### config.mk
export PLATFORM = sky130hd
export DESIGN_NAME = serial_rx_sched
export DESIGN_NICKNAME = d
export VERILOG_FILES = /design/src/rtl/serial_rx_sched_pkg.sv /design/src/rtl/rr_arb4.sv /design/src/rtl/serial_rx_sched.sv
export SDC_FILE = /design/constraint.sdc
export NUM_CORES = 2
export LEC_CHECK = 0
export CAP_MARGIN = 15
export CORE_AREA = 2 2 360 362
export CTS_CLUSTER_SIZE = 24
export DETAILED_ROUTE_END_ITERATION = 10
export DIE_AREA = 0 0 362 364
export DONT_BUFFER_PORTS = 1
export GPL_TIMING_DRIVEN = 0
export MAX_ROUTING_LAYER = met4
export PLACE_DENSITY = 0.34
export SLEW_MARGIN = 25
export SYNTH_ARGS = -nofsm -noshare
export SYNTH_HDL_FRONTEND = slang
export SYNTH_HIERARCHICAL = 1
export SYNTH_SLANG_ARGS = --single-unit
### constraint.sdc
create_clock -name clk -period 12.7 [get_ports clk]
set_input_delay 1.27 -clock clk [delete_from_list [all_inputs] [get_ports clk]]
set_output_delay 1.27 -clock clk [all_outputs]
set_load 0.01 [all_outputs]
### src/rtl/serial_rx_sched_pkg.sv
// Shared types and constants for the serial receiver scheduler.
// Holds the FSM encoding, round-robin pointer width and end-time width.
package serial_rx_sched_pkg;

    localparam int RR_PTR_W = 2;
    localparam int TEND_W   = 41;

    typedef enum logic [2:0] {
        ST_IDLE  = 3'd0,
        ST_LOAD  = 3'd1,
        ST_RUN   = 3'd2,
        ST_DONE  = 3'd3,
        ST_ABORT = 3'd4
    } state_t;

    // A zero-valued configuration field means "1" to the receiver.
    function automatic logic [31:0] nz32(input logic [31:0] v);
        return (v == 32'd0) ? 32'd1 : v;
    endfunction

    function automatic logic [7:0] nz8(input logic [7:0] v);
        return (v == 8'd0) ? 8'd1 : v;
    endfunction

endpackage

### src/rtl/rr_arb4.sv
// 4-way round-robin arbiter: searches upward starting one past the pointer,
// returning a one-hot pick, its index and a valid flag.
module rr_arb4
    import serial_rx_sched_pkg::*;
(
    input  logic [3:0]          i_req,
    input  logic [RR_PTR_W-1:0] i_ptr,
    output logic [3:0]          o_pick,
    output logic [RR_PTR_W-1:0] o_idx,
    output logic                o_valid
);

    logic [RR_PTR_W-1:0] w_cand;

    // NOTE: every output of a combinational block gets a default first so no latch is inferred.
    always_comb begin
        o_pick  = '0;
        o_idx   = '0;
        o_valid = 1'b0;
        w_cand  = '0;
        for (int k = 1; k <= 4; k++) begin
            w_cand = i_ptr + RR_PTR_W'(k);
            if (!o_valid && i_req[w_cand]) begin
                o_valid        = 1'b1;
                o_idx          = w_cand;
                o_pick[w_cand] = 1'b1;
            end
        end
    end

endmodule

### src/rtl/serial_rx_sched.sv
// Round-robin scheduler that grants one requester at a time to a shared serial
// receiver, drives its configuration and timebase, and captures the result.
module serial_rx_sched
    import serial_rx_sched_pkg::*;
#(
    parameter int P_NREQ       = 4,
    parameter int P_DATA_WIDTH = 256
) (
    input  logic                    clk,
    input  logic                    rst,
    input  logic [P_NREQ-1:0]       req,
    input  logic [P_NREQ*8-1:0]     cfg_nbits,
    input  logic [P_NREQ*32-1:0]    cfg_n0,
    input  logic [P_NREQ*32-1:0]    cfg_n1,
    output logic [P_NREQ-1:0]       gnt,
    output logic [7:0]              rx_nbits,
    output logic [31:0]             rx_n0,
    output logic [31:0]             rx_n1,
    output logic [31:0]             rx_cnt,
    output logic                    rx_clr,
    input  logic [P_DATA_WIDTH-1:0] rx_data,
    output logic [P_DATA_WIDTH-1:0] dout,
    output logic                    done,
    output logic [1:0]              done_id,
    output logic                    err,
    output logic                    busy
);

    state_t                  r_state, w_next;
    logic [RR_PTR_W-1:0]     r_ptr, r_idx, w_idx;
    logic [3:0]              w_pick;
    logic                    w_valid;
    logic [P_NREQ-1:0]       r_gnt;
    logic [7:0]              r_nbits, w_nbits;
    logic [31:0]             r_n0, r_n1, w_n0, w_n1;
    logic [31:0]             r_cnt;
    logic [TEND_W-1:0]       r_tend, w_tend;
    logic                    w_ovf, w_held, w_end;
    logic [P_DATA_WIDTH-1:0] r_dout;
    logic                    r_err;
    logic [1:0]              r_done_id;

    rr_arb4 u_arb (
        .i_req   (req),
        .i_ptr   (r_ptr),
        .o_pick  (w_pick),
        .o_idx   (w_idx),
        .o_valid (w_valid)
    );

    // Candidate configuration and end time for the requester picked this cycle.
    assign w_nbits = nz8(cfg_nbits[{w_idx, 3'b000} +: 8]);
    assign w_n0    = nz32(cfg_n0[{w_idx, 5'b00000} +: 32]);
    assign w_n1    = nz32(cfg_n1[{w_idx, 5'b00000} +: 32]);
    assign w_tend  = TEND_W'(w_n0) + TEND_W'(w_nbits) * TEND_W'(w_n1);
    // T_end+1 must fit the 32-bit timebase, so T_end itself must stay below 2^32-1.
    assign w_ovf   = (w_tend >= TEND_W'(33'h0_FFFF_FFFF));

    assign w_held  = |(req & r_gnt);
    assign w_end   = ({{(TEND_W-32){1'b0}}, r_cnt} == (r_tend + TEND_W'(1)));

    always_comb begin
        w_next = r_state;
        case (r_state)
            ST_IDLE:  if (w_valid && !w_ovf) w_next = ST_LOAD;
            ST_LOAD:  w_next = w_held ? ST_RUN : ST_ABORT;
            ST_RUN: begin
                if (!w_held)    w_next = ST_ABORT;
                else if (w_end) w_next = ST_DONE;
            end
            ST_DONE:  w_next = ST_IDLE;
            ST_ABORT: w_next = ST_IDLE;
            default:  w_next = ST_IDLE;
        endcase
    end

    // NOTE: sequential state uses non-blocking assignments so every register samples pre-edge values.
    always_ff @(posedge clk or posedge rst) begin
        if (rst) begin
            r_state   <= ST_IDLE;
            r_ptr     <= RR_PTR_W'(3);
            r_idx     <= '0;
            r_gnt     <= '0;
            r_nbits   <= 8'd1;
            r_n0      <= 32'd1;
            r_n1      <= 32'd1;
            r_tend    <= '0;
            r_cnt     <= 32'd0;
            r_dout    <= '0;
            r_err     <= 1'b0;
            r_done_id <= 2'd0;
        end else begin
            r_state <= w_next;
            r_err   <= 1'b0;
            r_cnt   <= (r_state == ST_RUN && w_next == ST_RUN) ? r_cnt + 32'd1 : 32'd0;
            case (r_state)
                ST_IDLE: begin
                    if (w_valid && w_ovf) begin
                        r_err     <= 1'b1;
                        r_done_id <= w_idx;
                        r_ptr     <= w_idx;
                    end else if (w_valid) begin
                        r_gnt   <= w_pick;
                        r_idx   <= w_idx;
                        r_nbits <= w_nbits;
                        r_n0    <= w_n0;
                        r_n1    <= w_n1;
                        r_tend  <= w_tend;
                    end
                end
                ST_RUN: begin
                    if (w_next == ST_DONE) begin
                        r_dout    <= rx_data;
                        r_done_id <= r_idx;
                    end
                end
                ST_DONE, ST_ABORT: r_ptr <= r_idx;
                default: ;
            endcase
            if (w_next == ST_ABORT || w_next == ST_IDLE)
                r_gnt <= '0;
        end
    end

    assign gnt      = r_gnt;
    assign rx_nbits = r_nbits;
    assign rx_n0    = r_n0;
    assign rx_n1    = r_n1;
    assign rx_cnt   = r_cnt;
    assign rx_clr   = rst | (r_state == ST_LOAD) | (r_state == ST_ABORT);
    assign dout     = r_dout;
    assign done     = (r_state == ST_DONE);
    assign done_id  = r_done_id;
    assign err      = r_err;
    assign busy     = (r_state != ST_IDLE);

endmodule

# Word-level counts from Yosys, hierarchy flattened
# Index checks and enable logic that the tools add are counted.
# op_classes
muxes	47
shift	3
bitwise_logic	7
n_reduce_logical	32
order_cmp	9
addsub	6
n_eq_ne	11
multipliers	1
# op_table
operator	n
$shiftx 128x8->32	2
$mux 32	3
$logic_not 32->1	2
$add 32x40->41	1
$add 41x1->41 const B	1
$eq 32x41->1	1
$ge 41x32->1 const B	1
$mul 8x32->40	1
$add 32x1->32 const B	1
$mux 4	8
$shiftx 32x6->8	1
$mux 1	14
$eq 3x2->1 const B	4
$lt 2x3->1 const B	4
$mux 2	6
$mux 3	4
$or 4x4->4	3
$logic_and 1x1->1	10
$pmux 3 s3	1
$reduce_and 3->1	3
$bmux 1 s2	4
$demux 1 s2	4
$ge 2x1->1 const B	4
$logic_not 8->1	1
other kinds (19)	32
# totals
in_bits	550
elab_cells	128
reg_bits	415
output_inout_bits	370

# Longest topological paths before layout
# depth
word_depth	27
mapped_depth	44
depth_no_buf	34

# Modules after synthesis
# The synthesis kept the hierarchy.
# by_module_without_submodules
mod	cells_each	n_inst	seq_area_each_um2	area_per_inst_um2
serial_rx_sched	3219	1	10391.2	28727.6
rr_arb4	86	1	0.0	629.4

# Worst setup path before layout
# Ideal clock, no wire load.
# synth_timing
path_type	input port to output port
from	in rst
to	out rx_clr
path_buffers	0
required_ns	11.430
stages	2
slack_ns	-0.215
arrival_ns	11.645
cell_sequence	inv_1 > o21ai_0
# synth_between
elab_chain_cells	2
# synth_lines
element	line	source
from (decl)	serial_rx_sched.sv:10	input logic rst,
$or 1x1->1 (2 in a row)	serial_rx_sched.sv:130	assign rx_clr = rst | (r_state == ST_LOAD) | (r_state == ST_ABORT);
to (decl)	serial_rx_sched.sv:20	output logic rx_clr,
# Every way passes these cells.

# Worst setup path after layout
# layout_timing
from	reg r_ptr[0]
to	reg r_n1[18], in the netlist rx_n1[18]
# layout_between
elab_chain_cells	22
elab_cells_between_ends	40
classes_between	4 x add/sub; 1 x mul; 1 x order compare; 3 x shift; 19 x mux; 1 x bitwise; 11 x reduce/logical
# layout_lines
element	line	source
from (decl)	serial_rx_sched.sv:30	logic [RR_PTR_W-1:0] r_ptr, r_idx, w_idx;
from (signal assigned)	serial_rx_sched.sv:101	r_ptr <= w_idx;
from (signal assigned)	serial_rx_sched.sv:117	ST_DONE, ST_ABORT: r_ptr <= r_idx;
$add 2x1->2	rr_arb4.sv:22	w_cand = i_ptr + RR_PTR_W'(k);
$bmux 1 s2	rr_arb4.sv:23	if (!o_valid && i_req[w_cand]) begin
$mux 1 (implied by the code)	rr_arb4.sv:23	
$mux 1	rr_arb4.sv:23	
$logic_not 1->1	rr_arb4.sv:23	
$logic_and 1x1->1	rr_arb4.sv:23	
$mux 1	rr_arb4.sv:23	
$logic_not 1->1	rr_arb4.sv:23	
(+5 left out)	n/a	
named net w_idx[1]	serial_rx_sched.sv:30	
(+1 left out)	n/a	
$logic_not 32->1 / $logic_not 8->1 (equally long branches)	serial_rx_sched_pkg.sv:18, serial_rx_sched_pkg.sv:22	
$mux 32 / $mux 8 (equally long branches)	serial_rx_sched_pkg.sv:18, serial_rx_sched_pkg.sv:22	
$mul 8x32->40	serial_rx_sched.sv:55	assign w_tend = TEND_W'(w_n0) + TEND_W'(w_nbits) * TEND_W'(w_n1);
$add 32x40->41	serial_rx_sched.sv:55	
$ge 41x32->1	serial_rx_sched.sv:57	assign w_ovf = (w_tend >= TEND_W'(33'h0_FFFF_FFFF));
$logic_and 1x1->1	serial_rx_sched.sv:98	if (w_valid && w_ovf) begin
$not 1->1 (no source line)	n/a	
$reduce_and 3->1 (no source line)	n/a	
to (signal assigned)	serial_rx_sched.sv:107	r_n1 <= w_n1;
to (decl)	serial_rx_sched.sv:35	logic [31:0] r_n0, r_n1, w_n0, w_n1;
# The timed path passes the listed nets; every way through them passes the cells marked *. The select of a mux whose other input is x is not followed.
# A chain may end at the register's enable or synchronous reset.

==> results.cfg <==
[logic_synthesis]
syn_nets = 4141
synth_fa_ha_area_frac = 0.176
synthXorXnorAreaFrac = 0.0304
yosysSeqAreaShare = 0.354
netlist_instances = 3305
syn_area_um2 = 29400
yosys_warnings = 6
synth_edf_count = 0
synth_compound_area_frac = 0.0759
synthArstFlopShare = 1.00
synth_ff_type = dfrtp_1
syn_avg_cell_area_um2 = 8.88
synth_mux_area_frac = 0.0750
synth_top_family_by_area = simple AND/OR/NAND/NOR gates
synth-simple-area-share = 0.216
synth_cell_types = 78
ys_ff_latch = 415

[clocking]
cts_tree = done
post_cts_buffers = 0
clockBufferDepth = 3
clock-sinks = 415
clock_latency_ns = 0.66
numCtsBuffers = 54
root_buffer = clkbuf_16
path_clk_slew_ns = 0.06
htree_levels = 2

[layout]
drive_gt1_frac = 0.102
final_net_count = 4219
syn2layout_area_growth_pct = 16.1

[global_routing]
grt_antenna_before_repair = 63
grt_pass1_wl_mm = 199
grt_max_degree = 29
grt_usage = 0.219
grt_pass1_vias = 25300
overflow = 0

[worst_setup_path]
worst_ep_required_time_ns = 13.15
path_max_fanout = 11
path_class = flip-flop to flip-flop
r2r_slack_ns = 0.71
slowest_delay_ns = 0.71
reg2reg_to = rx_n1[18]
crit_path_end_kind = flip-flop
ff2ff_path_depth = 36
cp_slowest_cell = clkdlybuf4s15_1
start_kind = flip-flop
crit_path_frequent_cell = fa_1
cp_data_arrival_time_ns = 12.44
rr_startpoint = r_ptr[0]

[placed_design]
dp_hpwl_mm = 122
numPortBuffers = 0
routabilityCongestion = 0.945

[die]
design.die.area_um2 = 132000
rows = 132
die_height_um = 364
dieWidth_um = 362
initial_core_util = 0.229
fp.coreArea_um2 = 128000
pin_count = 920

[routing]
wl_mm = 143
ant_nets = 0
drc = 0
post_drt_wl_per_cell_um = 27.7
dr.pass1.iters = 5
dr.first_iter.drc_count = 1483
vias = 24300
viasPerCell = 4.73

[sta]
final_max_slew_viol_count = 0
hold_slack_ns = 0.510
period_needed_ns = 11.99
fmax_mhz = 83.4
slew-limit-headroom = 0.251
setup_viol = 0
fin_skew_ns = 0.0267
rsz0062_at_grt = false
timing.final.crit_share = 0.944
tightest_slew_ns = 1.12
final_hold_viol_count = 0

[worst_hold_path]
min_path_type = primary input to async pin

[job]
cap_violations = 0

[outcome]
status = finished, final reports clean
-- synth_stat cells, types with 42 or more instances --
library cell / number / share of area
mux4_2: 48 / 0.037
xnor2_1: 52 / 0.016
and2_1: 44 / 0.0094
clkbuf_1: 62 / 0.0079
o21ai_0: 120 / 0.020
xor2_1: 50 / 0.015
ha_1: 74 / 0.032
nand4_1: 42 / 0.0090
dfrtp_1: 410 / 0.35
fa_1: 212 / 0.14
a21oi_1: 55 / 0.0094
nand3_1: 52 / 0.0089
nor2_1: 211 / 0.027
inv_1: 320 / 0.041
nand2_1: 1042 / 0.13
buf_2: 50 / 0.0085
-- flip-flops by register name (all words and copies together), names as in the netlist, 3 cells and up --
name,count
rx_n1,32
rx_cnt,32
gnt,4
rx_n0,32
rx_nbits,8
r_tend,41
dout,256
r_state,3
-- metal layers --
layer  track usage  vias up  share of wire
met5             -        -              0
met4        0.0692        0          0.027
met3        0.0530      159          0.066
met2         0.377      751           0.51
met1         0.249    12500           0.39
li1              -    10900              -
-- worst max-delay path by stage --
stage | start | endpoint | slack [ns]
global placement | r_ptr[0] | rx_nbits[7] | -4.16
global route | r_ptr[0] | rx_n1[18] | 0.003
finish | r_ptr[0] | rx_n1[18] | 0.71
detailed placement | r_ptr[0] | rx_n1[3] | -1.97
CTS | r_ptr[0] | rx_n1[1] | 0.04
floorplan | r_ptr[0] | r_tend[25] | 2.44
-- stage by stage --
stage / setup slack, ns / TNS (ns) / area [um^2] / instances / util
after floorplan: 2.44 / 0 / 29400 / 3305 / -
after global placement: -4.16 / -613.95 / 31500 / 4980 / 0.245
after detailed placement: -1.97 / -272.26 / 32000 / 5004 / 0.250
after CTS: 0.0446 / 0 / 33900 / 5104 / 0.264
after global routing: 0.00263 / 0 / 34100 / 5133 / 0.266
final: 0.712 / 0 / 34100 / 5140 / 0.266
-- area by class of cell --
class	instances	area, um^2
antenna	37	92.6
fill	13900	94200
buffer	164	1010
clock inverter	21	253
clock buffer	80	1570
multi-input combinational	2404	17000
tap	1675	2100
sequential	415	10400
timing repair buffer	24	523
inverter	320	1200
-- critical path, delay by kind of cell, from the launching register on --
kind,cells,cell delay [ns]
compound gates,10,2.78
fa+ha+maj,6,2.84
buf+inv,15,4.29
flops,1,0.61
simple gates,5,1.19
-- logic make-up (layout without fill, tap and decap cells) --
logic type,count (synthesis),in the layout
compound gates,351,351
simple gates,1514,1514
xor+xnor,102,102
mux,151,151
other cells,0,37
fa+ha+maj,286,286
flops,415,415
buf+inv,486,609
-- what timing repair did --
action	in CTS	in global routing
hold buffers	0	0
endpoints found under the hold margin	0	0
pin swaps	0	1
setup endpoints to repair	157	154
cloned	0	0
resized for setup	25	33
-- placed cells by master (no fill, tap or decap), drive strengths merged, types with 5 or more instances in the layout --
cell type / count
nor2: 211
nand3: 52
ha: 74
xor2: 50
clkinv: 13
mux2i: 32
buf: 124
o21a: 37
nor2b: 5
a31oi: 14
nand2b: 9
o211ai: 13
and3: 19
and2: 44
dfstp: 5
nand4: 45
fa: 212
nor3: 21
or3: 12
inv: 323
dfrtp: 410
a211oi: 11
or2: 6
nand2: 1042
diode: 37
a2111oi: 6
o21ai: 143
and4: 8
a2111o: 7
mux4: 48
nor4: 24
a21o: 11
o31ai: 10
a21oi: 56
clkbuf: 143
o41ai: 5
xnor2: 52
mux2: 71
Power is not shown: default switching activity piles up to over one toggle a cycle in this logic, so the estimate is an artifact.
